$ cat config.mk
export PLATFORM = sky130hd
export DESIGN_NAME = keccak_squeeze
export DESIGN_NICKNAME = d
export VERILOG_FILES = /design/src/rtl/keccak_squeeze_pkg.sv /design/src/rtl/keccak_squeeze.sv
export SDC_FILE = /design/constraint.sdc
export NUM_CORES = 2
export LEC_CHECK = 0
export BUFFER_PORTS_ARGS = -buffer_cell sky130_fd_sc_hd__buf_2
export CAP_MARGIN = 40
export CORE_AREA = 5 5 638 640
export CTS_BUF_LIST = sky130_fd_sc_hd__clkbuf_4
export DETAILED_ROUTE_END_ITERATION = 8
export DIE_AREA = 0 0 643 645
export GPL_TIMING_DRIVEN = 1
export HOLD_SLACK_MARGIN = 0.15
export SETUP_SLACK_MARGIN = 0.02
export SYNTH_ARGS = -nofsm -noshare
export SYNTH_HDL_FRONTEND = slang
export SYNTH_SLANG_ARGS = --single-unit
$ cat constraint.sdc
create_clock -name CLK -period 5.4 [get_ports CLK]
set_clock_uncertainty 0.2 [all_clocks]
set_input_delay 0.81 -clock CLK [delete_from_list [all_inputs] [get_ports CLK]]
set_output_delay 0.81 -clock CLK [all_outputs]
set_load 0.01 [all_outputs]
$ cat src/rtl/keccak_squeeze_pkg.sv
// rtl/keccak_squeeze_pkg.sv - shared Keccak sizes and squeeze FSM types
package keccak_squeeze_pkg;

  localparam int STATE_WIDTH         = 1600;
  localparam int RATE                = 1088;
  localparam int OUT_WIDTH           = 32;
  localparam int LEN_WIDTH           = 16;
  localparam int SQZ_WORDS_PER_BLOCK = RATE / OUT_WIDTH;
  localparam int SQZ_CNT_WIDTH       = $clog2(SQZ_WORDS_PER_BLOCK + 1);

  typedef enum logic [1:0] {IDLE, DRAIN, WAIT, FIN} sqz_state_t;

endpackage

$ cat src/rtl/keccak_squeeze.sv
// rtl/keccak_squeeze.sv - sponge squeeze driver streaming rate words, re-triggering the core
// Optional overlap of next permutation with draining: KECCAK_SQUEEZE_PREFETCH_EN.
module keccak_squeeze
  import keccak_squeeze_pkg::*;
(
  input  logic                   CLK,
  input  logic                   RESETN,
  input  logic                   START,
  input  logic [LEN_WIDTH-1:0]   REQ_WORDS,
  output logic                   BUSY,
  output logic                   DONE,
  output logic                   KECCAK_ENABLE,
  input  logic                   KECCAK_DONE,
  input  logic [STATE_WIDTH-1:0] KECCAK_STATE,
  output logic [OUT_WIDTH-1:0]   DOUT,
  output logic                   DOUT_VALID,
  input  logic                   DOUT_READY
);

  localparam logic [SQZ_CNT_WIDTH-1:0] AVAIL_FULL = SQZ_CNT_WIDTH'(SQZ_WORDS_PER_BLOCK);
  localparam logic [SQZ_CNT_WIDTH-1:0] AVAIL_ONE  = SQZ_CNT_WIDTH'(1);
  localparam logic [LEN_WIDTH-1:0]     BLOCK_LEN  = LEN_WIDTH'(SQZ_WORDS_PER_BLOCK);
  localparam logic [LEN_WIDTH-1:0]     REM_ONE    = LEN_WIDTH'(1);

  sqz_state_t               state;
  logic [RATE-1:0]          rate_buf;
  logic [LEN_WIDTH-1:0]     rem;
  logic [SQZ_CNT_WIDTH-1:0] avail;
  logic                     handshake;
  logic                     unused_capacity_bits;
`ifdef KECCAK_SQUEEZE_PREFETCH_EN
  logic                     pending;
`endif

  // Capacity lanes never leave the block.
  assign unused_capacity_bits = ^KECCAK_STATE[STATE_WIDTH-RATE-1:0];
  assign handshake            = DOUT_VALID && DOUT_READY;
  assign DOUT                 = rate_buf[RATE-1 -: OUT_WIDTH];

  always_ff @(posedge CLK) begin
    if (!RESETN) begin
      state         <= IDLE;
      rate_buf      <= '0;
      rem           <= '0;
      avail         <= '0;
      BUSY          <= 1'b0;
      DONE          <= 1'b0;
      KECCAK_ENABLE <= 1'b0;
      DOUT_VALID    <= 1'b0;
`ifdef KECCAK_SQUEEZE_PREFETCH_EN
      pending       <= 1'b0;
`endif
    end else begin
      DONE          <= 1'b0;
      KECCAK_ENABLE <= 1'b0;
      case (state)
        IDLE: begin
          if (START) begin
            if (REQ_WORDS != '0) begin
              rate_buf   <= KECCAK_STATE[STATE_WIDTH-1 -: RATE];
              rem        <= REQ_WORDS;
              avail      <= AVAIL_FULL;
              DOUT_VALID <= 1'b1;
              BUSY       <= 1'b1;
              state      <= DRAIN;
`ifdef KECCAK_SQUEEZE_PREFETCH_EN
              KECCAK_ENABLE <= (REQ_WORDS > BLOCK_LEN);
              pending       <= 1'b0;
`endif
            end else begin
              DONE <= 1'b1;
            end
          end
        end
        DRAIN: begin
`ifdef KECCAK_SQUEEZE_PREFETCH_EN
          if (KECCAK_DONE) pending <= 1'b1;
`endif
          if (handshake) begin
            rate_buf <= rate_buf << OUT_WIDTH;
            rem      <= rem - REM_ONE;
            avail    <= avail - AVAIL_ONE;
            if (rem == REM_ONE) begin
              DOUT_VALID <= 1'b0;
              DONE       <= 1'b1;
              state      <= FIN;
            end else if (avail == AVAIL_ONE) begin
`ifdef KECCAK_SQUEEZE_PREFETCH_EN
              // Next block already permuted: swap it in with no valid gap.
              if (pending || KECCAK_DONE) begin
                rate_buf      <= KECCAK_STATE[STATE_WIDTH-1 -: RATE];
                avail         <= AVAIL_FULL;
                pending       <= 1'b0;
                KECCAK_ENABLE <= ((rem - REM_ONE) > BLOCK_LEN);
              end else begin
                DOUT_VALID <= 1'b0;
                state      <= WAIT;
              end
`else
              KECCAK_ENABLE <= 1'b1;
              DOUT_VALID    <= 1'b0;
              state         <= WAIT;
`endif
            end
          end
        end
        WAIT: begin
          if (KECCAK_DONE) begin
            rate_buf   <= KECCAK_STATE[STATE_WIDTH-1 -: RATE];
            avail      <= AVAIL_FULL;
            DOUT_VALID <= 1'b1;
            state      <= DRAIN;
`ifdef KECCAK_SQUEEZE_PREFETCH_EN
            KECCAK_ENABLE <= (rem > BLOCK_LEN);
            pending       <= 1'b0;
`endif
          end
        end
        FIN: begin
          BUSY  <= 1'b0;
          state <= IDLE;
        end
        default: state <= IDLE;
      endcase
    end
  end

endmodule

After elaboration in Yosys (flattened, before gate mapping)
Cells that the tools add are included.
{"block": "op_classes", "n_reduce_logical": 12, "n_eq_ne": 10, "addsub": 2, "bitwise": 3, "mux": 35}
{"cell": "$mux 1088", "count": 4}
{"cell": "$pmux 1088 s3", "count": 1}
{"cell": "$mux 16", "count": 3}
{"cell": "$pmux 16 s2", "count": 1}
{"cell": "$mux 6", "count": 4}
{"cell": "$pmux 6 s3", "count": 1}
{"cell": "$eq 16x1->1 const B", "count": 1}
{"cell": "$reduce_bool 16->1", "count": 1}
{"cell": "$sub 16x1->16 const B", "count": 1}
{"cell": "$mux 2", "count": 6}
{"cell": "$mux 1", "count": 11}
{"cell": "$reduce_and 5->1", "count": 2}
{"cell": "$ne 2x2->1 const B", "count": 4}
{"cell": "$pmux 2 s4", "count": 1}
{"cell": "$eq 6x1->1 const B", "count": 1}
{"cell": "$reduce_and 6->1", "count": 1}
{"cell": "$sub 6x1->6 const B", "count": 1}
{"cell": "$eq 2x2->1 const B", "count": 2}
{"cell": "$pmux 1 s2", "count": 2}
{"cell": "$reduce_and 4->1", "count": 1}
{"cell": "$reduce_bool 2->1", "count": 2}
{"cell": "$reduce_or 4->1", "count": 1}
{"cell": "$ne 3x3->1 const B", "count": 1}
{"cell": "$not 1->1", "count": 3}
{"cell": "other kinds (6)", "count": 6}
{"block": "totals", "output_inout_bits": 36, "wordCells": 70, "in_bits": 1621, "regBits": 1116}

Depth between registers and ports, before layout
{"block": "logic_depth", "depth_word": 5, "ltp_mapped": 9, "ltp_nobuf": 7}

Worst setup path after synthesis
OpenSTA, ideal clock, no wires.
{"block": "synth_path", "path_type": "input-to-reg", "startpoint": "in REQ_WORDS[12]", "endpoint": "reg rate_buf[10]", "n_path_buf": 3, "setup_ns": 0.132, "cell_stages": 8, "slack_ns": 2.947, "t_arrival_ns": 2.120, "required_ns": 5.068, "path_cell_list": "nor4_1 -> nand3_1 -> a2bb2oi_4 -> buf_6 -> buf_4 -> clkbuf_1 -> nand3_1 -> a21oi_1"}
{"block": "synth_via", "elab_chain_len": 3}
{"element": "from (decl)", "line": "keccak_squeeze.sv:9", "source": "input logic [LEN_WIDTH-1:0] REQ_WORDS,"}
{"element": "$reduce_bool 16->1", "line": "keccak_squeeze.sv:59", "source": "if (REQ_WORDS != '0) begin"}
{"element": "$ne 2x2->1 (no source line)"}
{"element": "$reduce_and 5->1 (no source line)"}
{"element": "to (signal assigned)", "line": "keccak_squeeze.sv:60", "source": "rate_buf <= KECCAK_STATE[STATE_WIDTH-1 -: RATE];"}
{"element": "to (signal assigned)", "line": "keccak_squeeze.sv:80", "source": "rate_buf <= rate_buf << OUT_WIDTH;"}
{"element": "to (signal assigned)", "line": "keccak_squeeze.sv:109", "source": "rate_buf <= KECCAK_STATE[STATE_WIDTH-1 -: RATE];"}
{"element": "to (decl)", "line": "keccak_squeeze.sv:26", "source": "logic [RATE-1:0] rate_buf;"}
Every way passes these cells.
A chain may end at the register's enable or synchronous reset.

Worst setup path after layout
{"block": "layout_path", "startpoint": "reg state[0]", "endpoint": "reg rate_buf[4]"}
{"block": "layout_via", "elab_chain_len": 3, "word_cells_on_any_way": 10, "cone_classes": "6 x eq/ne; 1 x mux; 3 x reduce/logical"}
{"element": "from (decl)", "line": "keccak_squeeze.sv:25", "source": "sqz_state_t state;"}
{"element": "from (signal assigned)", "line": "keccak_squeeze.sv:42", "source": "state <= IDLE;"}
{"element": "from (signal assigned)", "line": "keccak_squeeze.sv:65", "source": "state <= DRAIN;"}
{"element": "from (signal assigned)", "line": "keccak_squeeze.sv:86", "source": "state <= FIN;"}
{"element": "$eq 2x1->1, or another cell as far along", "line": "keccak_squeeze.sv:56", "source": "case (state)"}
{"element": "$ne 2x2->1 (no source line) or $reduce_bool 3->1 (tied branches)"}
{"element": "$reduce_and 5->1 (no source line)"}
Parallel ways exist; a longest one is shown, timed or not.

==> results.cfg <==
[timing]
fin_setup_tns_ps = 0
hold_viol = 0
relSlewSlack = 0.384
max_freq_mhz = 258
finalCritPeriodShare = 0.718
setup_viol = 0
rsz0062_at_grt = false
worstMarginPinSlew_ps = 924
period_needed_ps = 3880
slew_viol_final = 0

[place]
gp_congestion = 0.902
post-dp-hpwl_um = 203000
place.port_buffers = 1144

[yosys]
synth_mux_area_frac = 0.000208
synth_nets = 7882
synthFlopType = dfxtp_1
synthAdderAreaFrac = 0.00104
yosys.cell_types.count = 45
synth.cell_area_um2 = 48000
synth-edff-count = 0
syn_area_per_cell_um2 = 7.68
synth-simple-area-share = 0.263
async_flop_share = 0
synth_top_family_by_area = simple AND/OR/NAND/NOR gates
synth_xor_area_frac = 0.000547
synth_compound_area_frac = 0.210
ys_warn_count = 0
ys_ff_latch = 1116
syn_inst = 6257
synth_seq_area_share = 0.465

[clock_tree]
postCtsSetupBuffers = 0
cts_made_buffers = 324
clockRootBuffer = clkbuf_4
clk_pin_slew_ps = 70
cts_sinks = 1116
cts_tree = built
htreeDepth = 5
clock_latency_ps = 1240
cts_buffer_depth = 4

[critical_path]
crit_end = rate_buf[4]
rr_worst_depth = 8
rrSetupSlack_ps = 1520
worstPathRequired_ps = 6380
crit_type = reg -> reg
regToRegStartpoint = state[0]
cp_data_arrival_time_ps = 4850
end_kind = register
r2r-end = rate_buf[4]
crit_start = state[0]
worst-path-max-fanout = 55
start_kind = register

[route]
wl_per_cell_um = 21.0
drtIter0Drc = 8712
drc = 0
viasPerCell = 4.33
drt_wl_total_um = 317000
drt_first_pass_iters = 8
vias = 65500
antenna_left = 0

[hold_path]
hold_class = reg -> reg

[floorplan]
fp.dieW_um = 643
rows = 233
start_util = 0.120
die-area_um2 = 415000
core_area_um2 = 401000
ioPinCount = 1657
dieHeight_um = 645

[final_layout]
area_growth_syn_to_layout_pct = 79.7
nNetsFinal = 11100
final_util = 0.215
drive_gt1_frac = 0.193
fillCellCount = 42300

[global_route]
groute.usage.overall = 0.145
grt_pass1_wl_um = 449000
antenna_found_initial = 158
grt-ovfl-total = 0
grt_pass1_vias = 64900
grt_max_degree = 162

[power]
p_total_uw = 23700
irDropWorstVdd_mv = 0.156
p_leak_uw = 0.0339
p_per_area_nw_per_um2 = 274

[job]
cap_viol_max_count = 0

[status]
status = finished, final reports clean
-- logic make-up (layout without fill, tap and decap cells) --
group,Yosys count,count (layout)
compound gates,1153,1153
xor+xnor,3,3
fa+ha+maj,4,4
buf+inv,653,4119
flops,1116,1116
mux,1,1
other cells,0,111
simple gates,3327,3327
-- cells in the final DEF (no fill, tap or decap), drive strengths merged, types with 47 or more instances in the layout --
cell	netlist	layout
a21oi	47	47
a311oi	1057	1057
buf	241	1307
clkbuf	405	490
clkinv	0	52
dfxtp	1116	1116
diode	0	111
dlygate4sd3	0	2241
nand2	2159	2159
nor2	1092	1092
-- layer usage --
| layer | share of wire | wire length [µm] | global-route usage | vias to the layer above |
|---|---|---|---|---|
| li1 | - | - | - | 28500 |
| met1 | 0.42 | 133000 | 0.188 | 30400 |
| met2 | 0.41 | 129000 | 0.207 | 4880 |
| met3 | 0.10 | 31900 | 0.0480 | 1668 |
| met4 | 0.073 | 23100 | 0.0883 | 72 |
| met5 | 0.0017 | 530 | 0.00127 | - |
-- power by group --
group | leakage, µW | total [µW] | internal, µW | switching, µW
clock | 0.00247 | 8540 | 4300 | 4240
combinational | 0.0222 | 5400 | 2450 | 2950
sequential | 0.00924 | 9760 | 9080 | 681
total | 0.0339 | 23700 | 15800 | 7870
-- worst min path at each step --
stage | startpoint | end | slack [ps] | depth (start not counted)
6_report | rate_buf[469] | rate_buf[501] | 220 | 2
3_3_place_gp | rate_buf[1] | rate_buf[1] | 240 | 2
3_5_place_dp | rate_buf[27] | rate_buf[27] | 250 | 2
5_1_grt | rate_buf[689] | rate_buf[721] | 230 | 2
4_1_cts | KECCAK_STATE[625] | rate_buf[113] | 160 | 4
2_1_floorplan | rate_buf[0] | rate_buf[0] | 230 | 2
-- layout make-up --
class                   count  area, µm²  share of cell area
diodes                    111        278             0.00322
clock buffers             490       3680              0.0426
clock inverters            74        477             0.00552
inverters                   7       33.8            0.000391
multi-input cells        4488      22800               0.264
flip-flops and latches   1116      22300               0.259
well taps                5287       6620              0.0766
repair buffers           3548      30100               0.348
-- stage by stage --
stage | std cells | area, µm² | setup slack, ps | hold WS [ps]
after floorplan | 6257 | 48000 | 2950 | 232
after detailed placement | 12200 | 59400 | 1950 | 247
after global routing | 15100 | 86200 | 1310 | 235
after global placement | 12200 | 59100 | 1630 | 241
final | 15100 | 86300 | 1520 | 218
after CTS | 15000 | 86000 | 1650 | 157
-- flip-flops by register name, indices dropped and copies added, names as in the netlist --
| name | cells |
|---|---|
| BUSY | 1 |
| DONE | 1 |
| DOUT_VALID | 1 |
| KECCAK_ENABLE | 1 |
| avail | 6 |
| rate_buf | 1088 |
| rem | 16 |
| state | 2 |
-- cells in the mapped netlist (2+ instances only) --
cell	count	area (µm²)
nand2_1	2159	8100
dfxtp_1	1116	22300
nor2_1	1092	4100
a311oi_1	1027	8990
clkbuf_1	405	1520
buf_2	191	956
a21oi_1	47	235
nand3_1	42	210
buf_4	34	255
a311oi_2	30	450
buf_6	11	124
nor3_1	9	45.0
nor4_1	8	50.1
o31ai_1	8	60.1
inv_1	7	26.3
o21ai_0	7	35.0
o221a_2	6	67.6
buf_1	5	18.8
a31oi_1	4	25.0
ha_1	4	50.1
nand2b_1	4	25.0
o22ai_1	4	25.0
o211ai_1	3	22.5
o21bai_1	3	22.5
or3_1	3	18.8
or4_1	3	22.5
xor2_1	3	26.3
a21o_1	2	15.0
a31o_2	2	17.5
a32o_1	2	20.0
nor2b_1	2	12.5
-- worst max-delay path: stages (launching register included) --
cell and delay [ps]:
dfxtp_1 770, nand3_1 240, a21o_1 300, a2bb2oi_4 440
buf_12 280, buf_4 520, nand3_1 180, a21oi_1 270
dlygate4sd3_1 600
-- what timing repair did --
action | in CTS | in global routing
hold buffers | 2241 | 0
gates resized for setup | 0 | 0
hold endpoints to repair | 1116 | 0
Power figures use the tool's default switching activity.
